File: src/rtl/csr_counter_unit.sv
// Cycle/instret counter block: 64-bit counters plus the registered MEM->WB read path that
// feeds CSR_cyc into the writeback select.
module csr_counter_unit #(
  parameter int unsigned CNT_W      = 64,
  parameter bit          INSTRET_EN = 1'b1
) (
  input  logic        clk,
  input  logic        rst_n,
  input  logic        csr_rd_en_M,
  input  logic [11:0] csr_addr_M,
  input  logic        stall_W,
  input  logic        flush_W,
  input  logic        retire_W,
  output logic [31:0] CSR_cyc,
  output logic        csr_illegal_W
);

  logic [CNT_W-1:0] r_cycle_cnt;
  logic [CNT_W-1:0] r_instret_cnt;
  logic [31:0]      r_csr_data;
  logic             r_csr_illegal;

  logic [31:0]      w_rd_data;
  logic             w_rd_illegal;
  logic             w_instret_inc;

  // A stalled WB instruction is counted once, on the edge it actually leaves.
  assign w_instret_inc = INSTRET_EN && retire_W && !stall_W;

  // Decode reads the pre-increment counters, so a read sees the count of its own MEM cycle.
  always_comb begin
    w_rd_data    = 32'h0;
    w_rd_illegal = 1'b0;
    case (csr_addr_M)
      12'hC00, 12'hB00: w_rd_data = r_cycle_cnt[31:0];
      12'hC80, 12'hB80: w_rd_data = r_cycle_cnt[63:32];
      12'hC02, 12'hB02: w_rd_data = r_instret_cnt[31:0];
      12'hC82, 12'hB82: w_rd_data = r_instret_cnt[63:32];
      default:          w_rd_illegal = 1'b1;
    endcase
  end

  always_ff @(posedge clk) begin
    if (!rst_n) begin
      r_cycle_cnt <= '0;
    end else begin
      r_cycle_cnt <= r_cycle_cnt + CNT_W'(1);
    end
  end

  always_ff @(posedge clk) begin
    if (!rst_n) begin
      r_instret_cnt <= '0;
    end else if (w_instret_inc) begin
      r_instret_cnt <= r_instret_cnt + CNT_W'(1);
    end
  end

  // Stall outranks flush: a held W stage keeps its data even when a bubble is requested.
  always_ff @(posedge clk) begin
    if (!rst_n) begin
      r_csr_data    <= 32'h0;
      r_csr_illegal <= 1'b0;
    end else if (stall_W) begin
      r_csr_data    <= r_csr_data;
      r_csr_illegal <= r_csr_illegal;
    end else if (flush_W) begin
      r_csr_data    <= 32'h0;
      r_csr_illegal <= 1'b0;
    end else if (csr_rd_en_M) begin
      r_csr_data    <= w_rd_data;
      r_csr_illegal <= w_rd_illegal;
    end else begin
      r_csr_data    <= 32'h0;
      r_csr_illegal <= 1'b0;
    end
  end

  assign CSR_cyc       = r_csr_data;
  assign csr_illegal_W = r_csr_illegal;

endmodule

File: config.mk
export PLATFORM = sky130hd
export DESIGN_NAME = csr_counter_unit
export DESIGN_NICKNAME = d
export VERILOG_FILES = /design/src/rtl/csr_counter_unit.sv
export SDC_FILE = /design/constraint.sdc
export NUM_CORES = 1
export LEC_CHECK = 0
export ABC_AREA = 1
export BUFFER_PORTS_ARGS = -buffer_cell sky130_fd_sc_hd__buf_4
export CAP_MARGIN = 20
export CORE_MARGIN = 3
export CORE_UTILIZATION = 49
export CTS_BUF_LIST = sky130_fd_sc_hd__clkbuf_16
export DETAILED_ROUTE_END_ITERATION = 6
export PLACE_DENSITY = 0.66
export SLEW_MARGIN = 0
export SYNTH_ARGS = -nofsm -noshare
export SYNTH_HDL_FRONTEND = slang
export SYNTH_SLANG_ARGS = --single-unit
File: constraint.sdc
create_clock -name clk -period 2.2 [get_ports clk]
set_clock_uncertainty 0.05 [all_clocks]
set_input_delay 0.44 -clock clk [delete_from_list [all_inputs] [get_ports clk]]
set_output_delay 0.44 -clock clk [all_outputs]
set_load 0.005 [all_outputs]
==> Word-level counts from Yosys, hierarchy flattened <==
Cells that the tools add are included.
{ "classes": {"n_addsub": 2, "n_mul": 0, "n_div": 0, "order_cmp": 0, "n_eq_ne": 8, "shift": 0, "muxes": 6, "bitwise_logic": 0, "reduce_logical": 7} }
{ "op_table": {"columns": ["cell", "count"], "rows": [
  ["64-bit by 1-bit adder with 64-bit output, second input constant", 2],
  ["32-bit case mux with 4 select lines", 1],
  ["12-bit equality test, second input constant", 8],
  ["32-bit two-way mux", 2],
  ["2-bit OR reduction", 4],
  ["8-bit OR reduction", 1],
  ["1-bit two-way mux", 3],
  ["1-bit logical AND", 1],
  ["1-bit logical NOT", 1]
]} }
{ "word_totals": {"regBits": 161, "latch_bits": 0, "ramBits": 0, "mem_bits_ro": 0, "inputBits": 18, "memories": 0} }

==> Longest topological paths before layout <==
{ "logic_depth": {"depth_word": 5, "mapped_depth": 12} }

==> Least setup slack after synthesis <==
Ideal clock, no wire load.
{ "synth_timing": {"path_type": "reg-to-reg", "from": "register r_cycle_cnt[0]", "to": "register r_cycle_cnt[50]", "setup_time_ns": 0.116, "arrival_ns": 1.503, "setup_slack_ns": 0.531, "path_stages_with_launch": 9, "path_buffers": 0, "period_less_slack_ns": 1.669, "cell_sequence": "dfxtp_1 -> ha_1 -> nand3_2 -> nor2_4 -> nand3_1 -> nor2_2 -> nand3_1 -> o21ai_0 -> nor2_1"} }
{ "synth_via": {"elab_chain_cells": 1} }
{ "synth_lines": {"columns": ["element", "line_no", "text"], "rows": [
  ["start, declared", "18", "logic [CNT_W-1:0] r_cycle_cnt;"],
  ["start signal, assigned", "47", "r_cycle_cnt <= r_cycle_cnt + CNT_W'(1);"],
  ["64-bit by 1-bit adder with 64-bit output", "47", null]
]} }
No other way between the ends.
A chain may end at the register's enable or synchronous reset.

==> Final worst setup path <==
{ "layout_timing": {"from": "register r_instret_cnt[0]", "to": "register r_instret_cnt[58]"} }
{ "layout_via": {"elab_chain_cells": 1} }
{ "layout_lines": {"columns": ["element", "line_no", "text"], "rows": [
  ["start, declared", "19", "logic [CNT_W-1:0] r_instret_cnt;"],
  ["start signal, assigned", "55", "r_instret_cnt <= r_instret_cnt + CNT_W'(1);"],
  ["64-bit by 1-bit adder with 64-bit output", "55", null]
]} }
No other way between the ends.

==> metrics.csv <==
stage;metric;value;unit
layout;n_antenna_cell;0;
setup_path;crit_path_end_kind;flip-flop;
setup_path;reg2reg_depth;10;
setup_path;critical-path-top-delay-family;simple AND/OR/NAND/NOR gates;
route;drc;0;
clock_network;cts_buffers;17;
floorplanning;design.portCount;51;
route;vias;10900;
setup_path;r2r_slack;0.23;ns
setup_path;cp_slowest_cell;dfxtp_1;
floorplanning;rows;51;
setup_path;cpPeakStageDelay;0.42;ns
synth;avgSynthCellArea;6.12;um2
route;avgViaCountPerCell;5.64;
setup_path;cp.depth;10;
synth;synthArstFlopShare;0;
layout;area_growth;15.2;%
global_route;grt_usage;0.315;
setup_path;cp-start-kind;flip-flop;
timing;max-slew-margin-rel;0.515;
job;cap_violations;0;
synth;ys_seq_area_frac;0.330;
clock_network;cts_tree;done;
setup_path;reg2reg_to;r_instret_cnt[58]$_SDFFE_PN0P_;
worst_hold_path;worstHoldPathType;input pin to flip-flop;
timing;rsz0062_at_grt;no;
synth;synth_edf_count;0;
timing;slew_viol_final;0;
route;drt-initial-drc-count;1234;
pwr;ir_drop;0.506;mV
global_route;grt_pass1_vias;9738;
synth;synth.distinct_cells;34;
floorplanning;dieWidth;147;um
setup_path;endpoint;r_instret_cnt[58]$_SDFFE_PN0P_;
timing;setup_viol;0;
clock_network;holdBufCountCts;0;
synth;synth_cells;1597;
timing;tightest_slew;0.727;ns
setup_path;critical_path_class;flip-flop to flip-flop;
clock_network;cts_buffer_depth;2;
clock_network;ctsRootBufferMaster;clkbuf_16;
route;firstDrtPassIters;6;
route;drt-total-wl;34200;um
timing;finalSetupTns;0;ns
placement;hpwl;26100;um
setup_path;worstPathCellList;ha_1, nand3_1, nor2_1, nand2_1, nor2_1, nand3_1, nor2_1, nand2_1, nand2_1, nor2_1;
route;final_antenna_net_count;0;
setup_path;cp_num_buf_inv;0;
clock_network;clkTransAtPathRegs;0.07;ns
pwr;pwr_density_cell;571;mW/mm2
status;status;completed;
clock_network;insertion_delay;0.44;ns
timing;hold_violations;0;
setup_path;cp_common_cell;nor2_1;
placement;io_buffers;50;
floorplanning;die-area;0.0217;mm2
layout;drive_gt1_frac;0.103;
floorplanning;start_util;0.500;
setup_path;startpoint;r_instret_cnt[0]$_SDFFE_PN0P_;
timing;final.min_clock_period;1.97;ns
floorplanning;coreArea;0.0195;mm2
clock_network;post-cts-setup-buffers;0;
global_route;gr-total-overflow;0;
synth;ys.flop_type;dfxtp_1;
clock_network;clkSinkCount;161;
setup_path;crit_fanout;4;
setup_path;r2r_start;r_instret_cnt[0]$_SDFFE_PN0P_;
placement;gp_congestion;1.03;
synth;ys_seq_elements;161;
synth;yosysWarnings;0;
clock_network;htreeDepth;4;
floorplanning;die_y;147;um
layout;fin_nets;1666;
timing;max_freq;507;MHz
pwr;power;6.42;mW
clock_network;post_cts_resized;0;
global_route;grt_antenna_before_repair;0;
setup_path;worstPathRequired;2.48;ns
synth;netlist_area;0.00977;mm2
synth;syn_nets;1617;
setup_path;crit_arrival;2.25;ns
timing;finalCritPeriodShare;0.896;
global_route;grt_max_degree;62;
global_route;grt_pass1_wl;54000;um
route;post_drt_wl_per_cell;17.8;um
pwr;power_leakage;4.06;nW
## stage by stage
step | utilization | std cells | hold WS [ns] | area [um2] | worst slack (ns)
2_1_floorplan | - | 1597 | 0.402 | 9770 | 0.531
3_3_place_gp | 0.544 | 1892 | 0.395 | 10600 | 0.203
3_5_place_dp | 0.544 | 1892 | 0.406 | 10600 | 0.160
4_1_cts | 0.576 | 1924 | 0.242 | 11200 | 0.199
5_1_grt | 0.576 | 1924 | 0.249 | 11300 | 0.0716
6_report | 0.576 | 1924 | 0.246 | 11300 | 0.228
## cells by family (layout without fill, tap and decap cells)
| group | Yosys count | count (layout) | share of synthesized area |
|---|---|---|---|
| simple gates | 983 | 983 | 0.451 |
| buf+inv | 226 | 288 | 0.0901 |
| compound gates | 200 | 200 | 0.104 |
| flops | 161 | 161 | 0.330 |
| xor+xnor | 25 | 25 | 0.0224 |
| fa+ha+maj | 2 | 2 | 0.00256 |
## synthesized netlist by cell type (2+ instances only)
cell	instances	area, um2
or2_0	3	18.8
nor2_2	18	113
nor3_1	44	220
o21ai_1	29	145
buf_2	18	90.1
inv_1	160	601
nor3b_1	3	22.5
nand2_1	384	1440
o21a_1	4	30.0
nor3_2	3	30.0
clkbuf_1	32	120
o21ai_0	54	270
dfxtp_1	161	3220
nand3b_1	4	30.0
buf_4	2	15.0
inv_2	11	41.3
ha_1	2	25.0
nand3_1	201	1010
and2_1	5	31.3
xor2_1	18	158
xnor2_1	7	61.3
a21oi_1	111	556
nand2_2	3	18.8
nand4_1	76	475
nor2_4	8	90.1
nor2_1	227	852
buf_1	2	7.51
## tightest hold or removal path, cell delays in order
cell,delay (ns)
buf_4,0.08
nor2_1,0.04
o21ai_1,0.07
a21oi_1,0.06
## worst min-delay path by stage
stage,from,endpoint,cells after the start
detailed placement,CSR_cyc[28]$_SDFFE_PN0N_,CSR_cyc[28]$_SDFFE_PN0N_,2
floorplan,r_instret_cnt[50]$_SDFFE_PN0P_,r_instret_cnt[50]$_SDFFE_PN0P_,2
CTS,stall_W,CSR_cyc[30]$_SDFFE_PN0N_,3
global route,stall_W,CSR_cyc[30]$_SDFFE_PN0N_,3
global placement,csr_illegal_W$_SDFFE_PN0N_,csr_illegal_W$_SDFFE_PN0N_,2
finish,flush_W,CSR_cyc[30]$_SDFFE_PN0N_,4
## power breakdown
group	internal (mW)	total, mW	switching, mW	leakage [nW]
combinational	0.0826	0.265	0.183	2.46
clock	1.82	3.22	1.40	0.303
sequential	2.92	2.93	0.0126	1.30
total	4.83	6.42	1.59	4.06
## layout by cell type (no fill, tap or decap), types with 5 or more instances in the layout
cell       synthesis  final
nand4_1           76     76
clkbuf_16          0     17
a21oi_1          111    111
inv_1            160    160
nor3_1            44     43
dfxtp_1          161    160
nand2_1          384    384
xor2_1            18     18
inv_6              0      5
nor2_1           227    223
buf_4              2     76
nand3_1          201    201
buf_12             0      9
o21ai_0           54     54
nor2_2            18     22
o21ai_1           29     29
nor2_4             8      8
xnor2_1            7      7
inv_2             11     10
and2_1             5      5
## sequential cells by signal, summed over array words and instances (netlist names)
register,count
r_cycle_cnt,64
r_instret_cnt,64
CSR_cyc,32
csr_illegal_W,1
## metal layers
layer,routed length (um),global-route usage,vias up,part of all wire
li1,-,-,5339,-
met1,15800,0.478,4914,0.46
met4,634,0.0741,0,0.019
met5,0,0,-,0
met3,3900,0.0713,50,0.11
met2,13800,0.451,549,0.40
## layout make-up
type,count,area (um2)
fill,2030,8270
multi-input combinational,1210,5680
sequential,161,3220
timing repair buffer,85,751
inverter,171,643
clock buffer,17,425
tap,265,332
clock inverter,15,195
Power figures use the tool's default switching activity.
